`src/rtl/ifetch_pkg.sv`:
```
// Shared types and constants for the instruction fetch stage.
package ifetch_pkg;

    // Instruction returned for out-of-range fetches.
    localparam logic [31:0] NOP_INSTR = 32'h0000_0000;

    // Number of fetched words the prefetch buffer can hold.
    localparam int unsigned FIFO_DEPTH = 2;

    // One prefetch buffer entry: the instruction word tagged with its byte address.
    typedef struct packed {
        logic [31:0] pc;
        logic [31:0] instr;
    } fetch_entry_t;

endpackage

```
`src/rtl/ifetch_fifo.sv`:
```
// Two-entry prefetch FIFO of fetch_entry_t with push, pop and flush.
// The head entry is a register that keeps its last value after the FIFO
// drains, so downstream sees a stable word even when nothing is valid.
// Flush takes priority over push and pop in the same cycle.
module ifetch_fifo
    import ifetch_pkg::*;
(
    input  logic         clk_i,
    input  logic         rst_i,
    input  logic         push_i,
    input  fetch_entry_t push_data_i,
    input  logic         pop_i,
    input  logic         flush_i,
    output fetch_entry_t head_o,
    output logic [1:0]   count_o
);

    fetch_entry_t head_q, head_d;
    fetch_entry_t tail_q, tail_d;
    logic [1:0]   count_q, count_d;

    // Next-state for the two entry registers and the occupancy count.
    always_comb begin
        head_d  = head_q;
        tail_d  = tail_q;
        count_d = count_q;
        if (flush_i) begin
            count_d = 2'd0;
        end else begin
            case ({push_i, pop_i})
                2'b10: begin
                    if (count_q == 2'd0) begin
                        head_d  = push_data_i;
                        count_d = 2'd1;
                    end else if (count_q == 2'd1) begin
                        tail_d  = push_data_i;
                        count_d = 2'd2;
                    end
                end
                2'b01: begin
                    if (count_q == 2'd2) begin
                        head_d  = tail_q;
                        count_d = 2'd1;
                    end else if (count_q == 2'd1) begin
                        count_d = 2'd0;
                    end
                end
                2'b11: begin
                    if (count_q == 2'd2) begin
                        head_d = tail_q;
                        tail_d = push_data_i;
                    end else begin
                        head_d  = push_data_i;
                        count_d = 2'd1;
                    end
                end
                default: ;
            endcase
        end
    end

    // Entry and count registers, cleared by synchronous reset.
    always_ff @(posedge clk_i) begin
        if (rst_i) begin
            head_q  <= '0;
            tail_q  <= '0;
            count_q <= 2'd0;
        end else begin
            head_q  <= head_d;
            tail_q  <= tail_d;
            count_q <= count_d;
        end
    end

    assign head_o  = head_q;
    assign count_o = count_q;

endmodule

```
`src/rtl/instr_fetch_unit.sv`:
```
// Instruction fetch stage: fetch PC, synchronous-read instruction memory,
// one-deep in-flight read tracking and a two-entry prefetch FIFO.
// Handshake: a {instr_pc, instr} pair transfers on a rising edge where
// instr_valid and instr_ready are both high and redirect_valid is low;
// instr_valid never depends on instr_ready.
// Optional macro IFETCH_PERF_CNT_EN adds perf_fetched / perf_flushed counters.
module instr_fetch_unit
    import ifetch_pkg::*;
#(
    parameter int unsigned IMEM_DEPTH = 64,
    parameter logic [31:0] RESET_PC   = 32'h0000_0000
) (
    input  logic                          clk,
    input  logic                          rst,
    input  logic                          imem_we,
    input  logic [$clog2(IMEM_DEPTH)-1:0] imem_waddr,
    input  logic [31:0]                   imem_wdata,
    input  logic                          redirect_valid,
    input  logic [31:0]                   redirect_pc,
    input  logic                          instr_ready,
    output logic                          instr_valid,
    output logic [31:0]                   instr,
    output logic [31:0]                   instr_pc,
    output logic [31:0]                   pc_plus4,
    output logic                          fetch_fault
`ifdef IFETCH_PERF_CNT_EN
    ,
    output logic [31:0]                   perf_fetched,
    output logic [31:0]                   perf_flushed
`endif
);

    localparam int unsigned AW = $clog2(IMEM_DEPTH);

    logic [31:0]  mem [IMEM_DEPTH];
    logic [31:0]  rdata_q;
    logic [31:0]  fpc_q, fpc_d;
    logic         inflight_q, inflight_d;
    logic [31:0]  inflight_pc_q, inflight_pc_d;
    logic         fault_q, fault_d;

    logic         pop;
    logic         push;
    logic         issue;
    logic         addr_oor;
    logic [2:0]   occupancy;
    logic [1:0]   fifo_count;
    fetch_entry_t fifo_head;
    fetch_entry_t push_entry;

    // A redirect suppresses the pop; the FIFO flush also drops the returning word.
    assign pop        = instr_valid & instr_ready & ~redirect_valid;
    assign push       = inflight_q & ~redirect_valid;
    assign occupancy  = {1'b0, fifo_count} + {2'b00, inflight_q} - {2'b00, pop};
    assign issue      = (occupancy < 3'd2) & ~redirect_valid;
    assign addr_oor   = ({2'b00, fpc_q[31:2]} >= 32'(IMEM_DEPTH));
    assign push_entry = '{pc: inflight_pc_q, instr: rdata_q};

    // Next-state for fetch PC, in-flight tag and sticky fault; redirect wins.
    always_comb begin
        fpc_d         = fpc_q;
        inflight_d    = inflight_q;
        inflight_pc_d = inflight_pc_q;
        fault_d       = fault_q;
        if (redirect_valid) begin
            fpc_d      = {redirect_pc[31:2], 2'b00};
            inflight_d = 1'b0;
            if (redirect_pc[1:0] != 2'b00) begin
                fault_d = 1'b1;
            end
        end else begin
            inflight_d = issue;
            if (issue) begin
                fpc_d         = fpc_q + 32'd4;
                inflight_pc_d = fpc_q;
                if (addr_oor) begin
                    fault_d = 1'b1;
                end
            end
        end
    end

    // Fetch state registers with synchronous reset.
    always_ff @(posedge clk) begin
        if (rst) begin
            fpc_q         <= RESET_PC;
            inflight_q    <= 1'b0;
            inflight_pc_q <= 32'h0;
            fault_q       <= 1'b0;
        end else begin
            fpc_q         <= fpc_d;
            inflight_q    <= inflight_d;
            inflight_pc_q <= inflight_pc_d;
            fault_q       <= fault_d;
        end
    end

    // Instruction memory: preload write port and synchronous read (old data on collision).
    always_ff @(posedge clk) begin
        if (imem_we) begin
            mem[imem_waddr] <= imem_wdata;
        end
        if (issue) begin
            rdata_q <= addr_oor ? NOP_INSTR : mem[fpc_q[AW+1:2]];
        end
    end

    ifetch_fifo u_fifo (
        .clk_i       (clk),
        .rst_i       (rst),
        .push_i      (push),
        .push_data_i (push_entry),
        .pop_i       (pop),
        .flush_i     (redirect_valid),
        .head_o      (fifo_head),
        .count_o     (fifo_count)
    );

    assign instr_valid = (fifo_count != 2'd0);
    assign instr       = fifo_head.instr;
    assign instr_pc    = fifo_head.pc;
    assign pc_plus4    = fifo_head.pc + 32'd4;
    assign fetch_fault = fault_q;

`ifdef IFETCH_PERF_CNT_EN
    logic [31:0] perf_fetched_q;
    logic [31:0] perf_flushed_q;

    // Wrapping counters of accepted handshakes and of words discarded by redirects.
    always_ff @(posedge clk) begin
        if (rst) begin
            perf_fetched_q <= 32'h0;
            perf_flushed_q <= 32'h0;
        end else begin
            perf_fetched_q <= perf_fetched_q + {31'h0, pop};
            if (redirect_valid) begin
                perf_flushed_q <= perf_flushed_q + {30'h0, fifo_count} + {31'h0, inflight_q};
            end
        end
    end

    assign perf_fetched = perf_fetched_q;
    assign perf_flushed = perf_flushed_q;
`endif

endmodule

```
`config.mk`:
```
export PLATFORM = sky130hd
export DESIGN_NAME = instr_fetch_unit
export DESIGN_NICKNAME = d
export VERILOG_FILES = /design/src/rtl/ifetch_pkg.sv /design/src/rtl/ifetch_fifo.sv /design/src/rtl/instr_fetch_unit.sv
export SDC_FILE = /design/constraint.sdc
export NUM_CORES = 2
export LEC_CHECK = 0
export ABC_AREA = 1
export BUFFER_PORTS_ARGS = -buffer_cell sky130_fd_sc_hd__buf_2
export CAP_MARGIN = 20
export CORE_MARGIN = 1
export CORE_UTILIZATION = 35
export CTS_CLUSTER_SIZE = 28
export DETAILED_ROUTE_END_ITERATION = 16
export GPL_ROUTABILITY_DRIVEN = 0
export GPL_TIMING_DRIVEN = 0
export PLACE_DENSITY = 0.48
export SETUP_SLACK_MARGIN = 0.5
export SYNTH_ARGS = -nofsm -noshare
export SYNTH_HDL_FRONTEND = slang
export SYNTH_SLANG_ARGS = --single-unit
```
`constraint.sdc`:
```
create_clock -name clk -period 12.9 [get_ports clk]
set_clock_uncertainty 0.1 [all_clocks]
set_input_delay 2.58 -clock clk [delete_from_list [all_inputs] [get_ports clk]]
set_output_delay 2.58 -clock clk [all_outputs]
set_load 0.01 [all_outputs]
```
* After elaboration in Yosys (flattened, before gate mapping)
Memory sizes are Yosys's and may differ from the RTL's. A register that Yosys moved wholly into a read port is not among the register bits.
Index checks and enable logic that the tools add are counted.
** Word-level totals
- Register bits after elaboration :: 196
- Latch bits :: 0
- Memory bits (writable) :: 2048
- ROM bits :: 0
- Input bits :: 75
- Output and inout bits :: 98
- Word-level logic and storage cells :: 71
- Memories kept :: 1
** Memory list
- mem :: words 64, width 32, rd ports 1, clocked after Yosys merged registers in 1, wr ports 1, line instr_fetch_unit.sv:35 : logic [31:0] mem [IMEM_DEPTH];
** Operators by class
- Add/sub/neg operators :: 4
- $mul :: 0
- Div/mod/pow operators :: 0
- $lt $le $gt $ge :: 2
- Equal/unequal tests :: 14
- Shifts and indexed selects :: 0
- Mux-type cells :: 22
- Bitwise logic cells :: 5
- Reduce and logical (&&, ||, !) cells :: 13
** Operator list (number)
- $mux W64 :: 6
- $pmux W64 S3 :: 1
- $pmux W64 S2 :: 1
- $add A32 B3 Y32 const B :: 2
- $mux W32 :: 2
- $ge A30 B7 Y1 const B :: 1
- $mux W2 :: 5
- $ne A2 B1 Y1 const B :: 5
- $reduce_bool A2 Y1 :: 5
- $reduce_and A4 Y1 :: 2
- $eq A2 B2 Y1 const B :: 3
- $mux W1 :: 6
- $ne A3 B1 Y1 const B :: 2
- $pmux W2 S3 :: 1
- $reduce_and A5 Y1 :: 1
- $and A1 B1 Y1 :: 4
- $eq A2 B1 Y1 const B :: 2
- $ne A2 B2 Y1 const B :: 2
- $add A2 B1 Y3 :: 1
- $lt A3 B2 Y1 const B :: 1
- $reduce_and A3 Y1 :: 1
- $reduce_bool A3 Y1 :: 1
- $sub A3 B1 Y3 :: 1
- $logic_not A2 Y1 :: 1
- 3 further kinds :: 3

* Depth between registers and ports, before layout
- Word-level depth :: 8
- Gate-level depth with buffers :: 17
- Depth with buffers taken out :: 17

* By module
Synthesis repeated with hierarchy kept, for this count alone.
** Second synthesis, totals
- Cell total of the unflattened synthesis :: 10474
- Area, all modules :: 100163.6 um^2
** Modules (own cells, without submodules)
- instr_fetch_unit :: instances 1, cells an instance 9462, area an instance 93672.3 um^2, seq. area each 63701.1 um^2
- ifetch_fifo :: instances 1, cells an instance 1012, area an instance 6491.2 um^2, seq. area each 2602.5 um^2

* Least setup slack after synthesis
OpenSTA, ideal clock, no wires.
- Kind :: input-to-reg
- From :: input port imem_we
- To :: memory mem[32][0], enable pin
- Library setup time :: 0.502 ns
- Arrival time :: 6.208 ns
- Required time :: 12.298 ns
- Setup slack :: 6.090 ns
- Stages :: 3
- Path buffers :: 1
- Cell sequence :: clkbuf_1 -> nand4_1 -> nor4_1
** On the way
- Cells in the longest elaborated chain, start to end :: 2
** Ends and longest elaborated chain
- start, declared :: line instr_fetch_unit.sv:15 : input logic imem_we,
- $mux W1 :: line instr_fetch_unit.sv:100 : if (imem_we) begin
- $mux W1 (not written as such) :: line instr_fetch_unit.sv:101 : mem[imem_waddr] <= imem_wdata;
- end, declared :: line instr_fetch_unit.sv:35
Every way passes these cells.

* Worst setup path after layout
- From :: register u_fifo.head_q, in the netlist u_fifo.head_o[37]
- To :: output port pc_plus4[31]
** On the way
- Cells in the longest elaborated chain, start to end :: 1
** Ends and longest elaborated chain
- start, declared :: line ifetch_fifo.sv:18 : fetch_entry_t head_q, head_d;
- start signal, assigned :: line ifetch_fifo.sv:65 : head_q <= '0;
- start signal, assigned :: line ifetch_fifo.sv:69 : head_q <= head_d;
- $add A32 B3 Y32 :: line instr_fetch_unit.sv:122 : assign pc_plus4 = fifo_head.pc + 32'd4;
- end, declared :: line instr_fetch_unit.sv:24 : output logic [31:0] pc_plus4,
Every way passes these cells.

==> flow_metrics.env <==
export IMPL_crit_slowest_cell="dfxtp_1"
export IMPL_timing_rr_end="rdata_q[30]$_SDFFCE_PP0P_"
export IMPL_crit_family="simple AND/OR/NAND/NOR gates"
export IMPL_clock_path_buffers=4
export IMPL_insertion_delay_ns=0.95
export IMPL_drc_errors=4
export IMPL_use_met1=0.361
export IMPL_die_w_um=529
export IMPL_startpoint_type="flop"
export IMPL_cts_tree="built"
export IMPL_postSynthAreaPerCell_um2=10.0
export IMPL_r2r_slack_ns=8.58
export IMPL_yosysSeqAreaShare=0.681
export IMPL_min_path_type="flop to flop"
export IMPL_synth_top_family_by_area="simple AND/OR/NAND/NOR gates"
export IMPL_grt_busiest_layer="met2"
export IMPL_synth_cell_type_count=36
export IMPL_netlist_instances=9697
export IMPL_fin_crit_ns=5.87
export IMPL_cts_resized_gates=0
export IMPL_crit_fanout=6
export IMPL_cts_num_sinks=2268
export IMPL_portBuffers=162
export IMPL_tightest_slew_ns=1.18
export IMPL_grt_pass1_vias=67100
export IMPL_rsz0062_at_grt="no"
export IMPL_gr_usage_met3=0.0456
export IMPL_synth_compound_area_share=0.0328
export IMPL_max_freq_ghz=0.170
export IMPL_num_vias=71800
export IMPL_layout_common_cells="nand2_1, edfxtp_1, inv_1, nand3_1, nor2_1"
export IMPL_crit_path_end="pc_plus4[31]"
export IMPL_leakagePower_nw=46.4
export IMPL_drive_gt1_frac=0.0948
export IMPL_nets=10400
export IMPL_core_um2=276000
export IMPL_synthMuxAreaShare=0
export IMPL_grt_pass1_wl_um=512000
export IMPL_wl_per_cell_um=26.0
export IMPL_cp_cell_sequence="nand2_1 > nor2_1 > nand2_1 > nor2_1 > nand2_1 > nor2_1 > nand2_1 > nor2_1 > xor2_1 > buf_2"
export IMPL_r2r_start="fpc_q[3]$_SDFFE_PP0P_"
export IMPL_ys_seq_elements=2268
export IMPL_grt_usage=0.261
export IMPL_async_flop_share=0
export IMPL_path_depth=10
export IMPL_area_growth_syn_to_layout_pct=17.5
export IMPL_violations="DRC"
export IMPL_maxCapViolCount=0
export IMPL_setup_tns_final_ns=0
export IMPL_overflow=0
export IMPL_cts_buffers=277
export IMPL_ctsHoldBuffers=0
export IMPL_finalWirelength_um=369000
export IMPL_synth_ff_type="edfxtp_1"
export IMPL_finalSetupViolCount=0
export IMPL_setup_worst_path_start="u_fifo.head_o[37]$_SDFFE_PP0P_"
export IMPL_reg2reg_depth=13
export IMPL_synth_simple_area_share=0.208
export IMPL_met2_usage=0.408
export IMPL_viasPerCell=5.06
export IMPL_die_h_um=529
export IMPL_rows=193
export IMPL_clk_transition_reported_paths_ns=0.06
export IMPL_synth_fa_ha_area_frac=0.000592
export IMPL_first_pass_iters=12
export IMPL_root_buffer="clkbuf_16"
export IMPL_drtAntennaViolNets=0
export IMPL_antenna_found_initial=41
export IMPL_vdd_drop_max_mv=0.160
export IMPL_yosys_area_share_xor_xnor=0.00270
export IMPL_arrival_ns=3.19
export IMPL_critPathBufInv=1
export IMPL_io_pins=173
export IMPL_grt_max_degree=65
export IMPL_holdWs_ns=0.350
export IMPL_cts_setup_buffers=0
export IMPL_start_util=0.352
export IMPL_critPathRequiredTime_ns=10.22
export IMPL_syn_area_um2=97300
export IMPL_slew_headroom=0.212
export IMPL_cp_end_kind="output port"
export IMPL_slowest_delay_ns=0.43
export IMPL_crit_type="flop to output port"
export IMPL_dpl_hpwl_um=263000
export IMPL_status="finished with violations"
export IMPL_fin_crit_sh=0.455
export IMPL_synth_edff_count=2080
export IMPL_slew_violations=0
export IMPL_hold_viol_final=0
export IMPL_synth_warnings=0
export IMPL_die_area_um2=280000
export IMPL_powerDensity_nw_per_um2=150
export IMPL_final_common_cell="nand2_1"
export IMPL_drt_iter0_markers=8733
export IMPL_htreeDepth=5
==> sequential cells by signal, indices dropped and copies added (netlist names) <==
| name | cells |
|---|---|
| fpc_q | 30 |
| fetch_fault | 1 |
| inflight_pc_q | 30 |
| u_fifo.count_o | 2 |
| inflight_q | 1 |
| u_fifo.head_o | 62 |
| rdata_q | 32 |
| mem | 2048 |
| u_fifo.tail_q | 62 |
==> layer usage <==
layer | share of wire | vias to the layer above
li1 | - | 32800
met1 | 0.43 | 35300
met2 | 0.45 | 3180
met3 | 0.085 | 538
met4 | 0.038 | 10
met5 | 0.00018 | -
==> where the power goes <==
part	internal (W)	switching, W	total (W)
sequential	0.00809	0.0000276	0.00812
combinational	0.000374	0.00132	0.00170
clock	0.00432	0.00305	0.00737
total	0.0128	0.00440	0.0172
==> how the worst min path moves through the flow <==
stage                                        start                              to  slack [ns]  cells past startpoint
floorplan            u_fifo.tail_q[0]$_SDFFE_PP0P_   u_fifo.tail_q[0]$_SDFFE_PP0P_        0.33                      2
finish               u_fifo.tail_q[4]$_SDFFE_PP0P_   u_fifo.tail_q[4]$_SDFFE_PP0P_        0.35                      2
global route        u_fifo.tail_q[14]$_SDFFE_PP0P_  u_fifo.tail_q[14]$_SDFFE_PP0P_        0.37                      2
global placement    u_fifo.tail_q[31]$_SDFFE_PP0P_  u_fifo.tail_q[31]$_SDFFE_PP0P_        0.34                      2
detailed placement  u_fifo.tail_q[24]$_SDFFE_PP0P_  u_fifo.tail_q[24]$_SDFFE_PP0P_        0.34                      2
CTS                 u_fifo.tail_q[24]$_SDFFE_PP0P_  u_fifo.tail_q[24]$_SDFFE_PP0P_        0.35                      2
==> kinds of logic after synthesis <==
group | Yosys count
flops | 2268
buf+inv | 1860
simple gates | 4964
xor+xnor | 30
fa+ha+maj | 4
compound gates | 570
other cells | 1
==> cell usage after synthesis, types with 48 or more instances <==
library cell	number	area share
nand2_1	3296	0.13
edfxtp_1	2080	0.64
inv_1	1341	0.052
nand3_1	1018	0.052
nor2_1	534	0.021
clkbuf_1	262	0.010
a21oi_1	219	0.011
o21ai_0	216	0.011
dfxtp_1	188	0.039
buf_2	182	0.0094
o211ai_1	81	0.0063
or2_2	48	0.0031
==> worst reg2reg max path, stage by stage (launching register included) <==
cell	delay, ns
dfxtp_1	0.33
buf_2	0.41
clkbuf_1	0.88
clkbuf_1	0.62
nand3_1	0.16
nand2_1	0.22
nand2_1	0.09
nand2_1	0.19
inv_1	0.08
nand2_1	0.10
nand2_1	0.07
nand2_1	0.08
inv_1	0.10
a21oi_1	0.59
==> metrics by stage <==
step / utilization / instance area, µm² / total power (W) / setup slack, ns / std cells
final: 0.413 / 114000 / 0.0172 / 7.03 / 14200
after global routing: 0.413 / 114000 / 0.0176 / 6.67 / 14200
after CTS: 0.413 / 114000 / 0.0172 / 6.93 / 14200
after detailed placement: 0.383 / 106000 / 0.00993 / 7.11 / 13700
after global placement: 0.372 / 103000 / 0.00988 / 0.433 / 13600
after floorplan: - / 97300 / 0.00903 / 6.09 / 9700
==> layout make-up <==
cell class              count  area (µm²)
flip-flops and latches   2268       66200
fillers                 26700      162000
inverters                1347        5060
repair buffers            322        3600
diodes                     16        40.0
plain buffers             513        2280
multi-input cells        5572       24200
clock inverters           101         880
clock buffers             363        7410
well taps                3705        4640
Power figures use the tool's default switching activity.
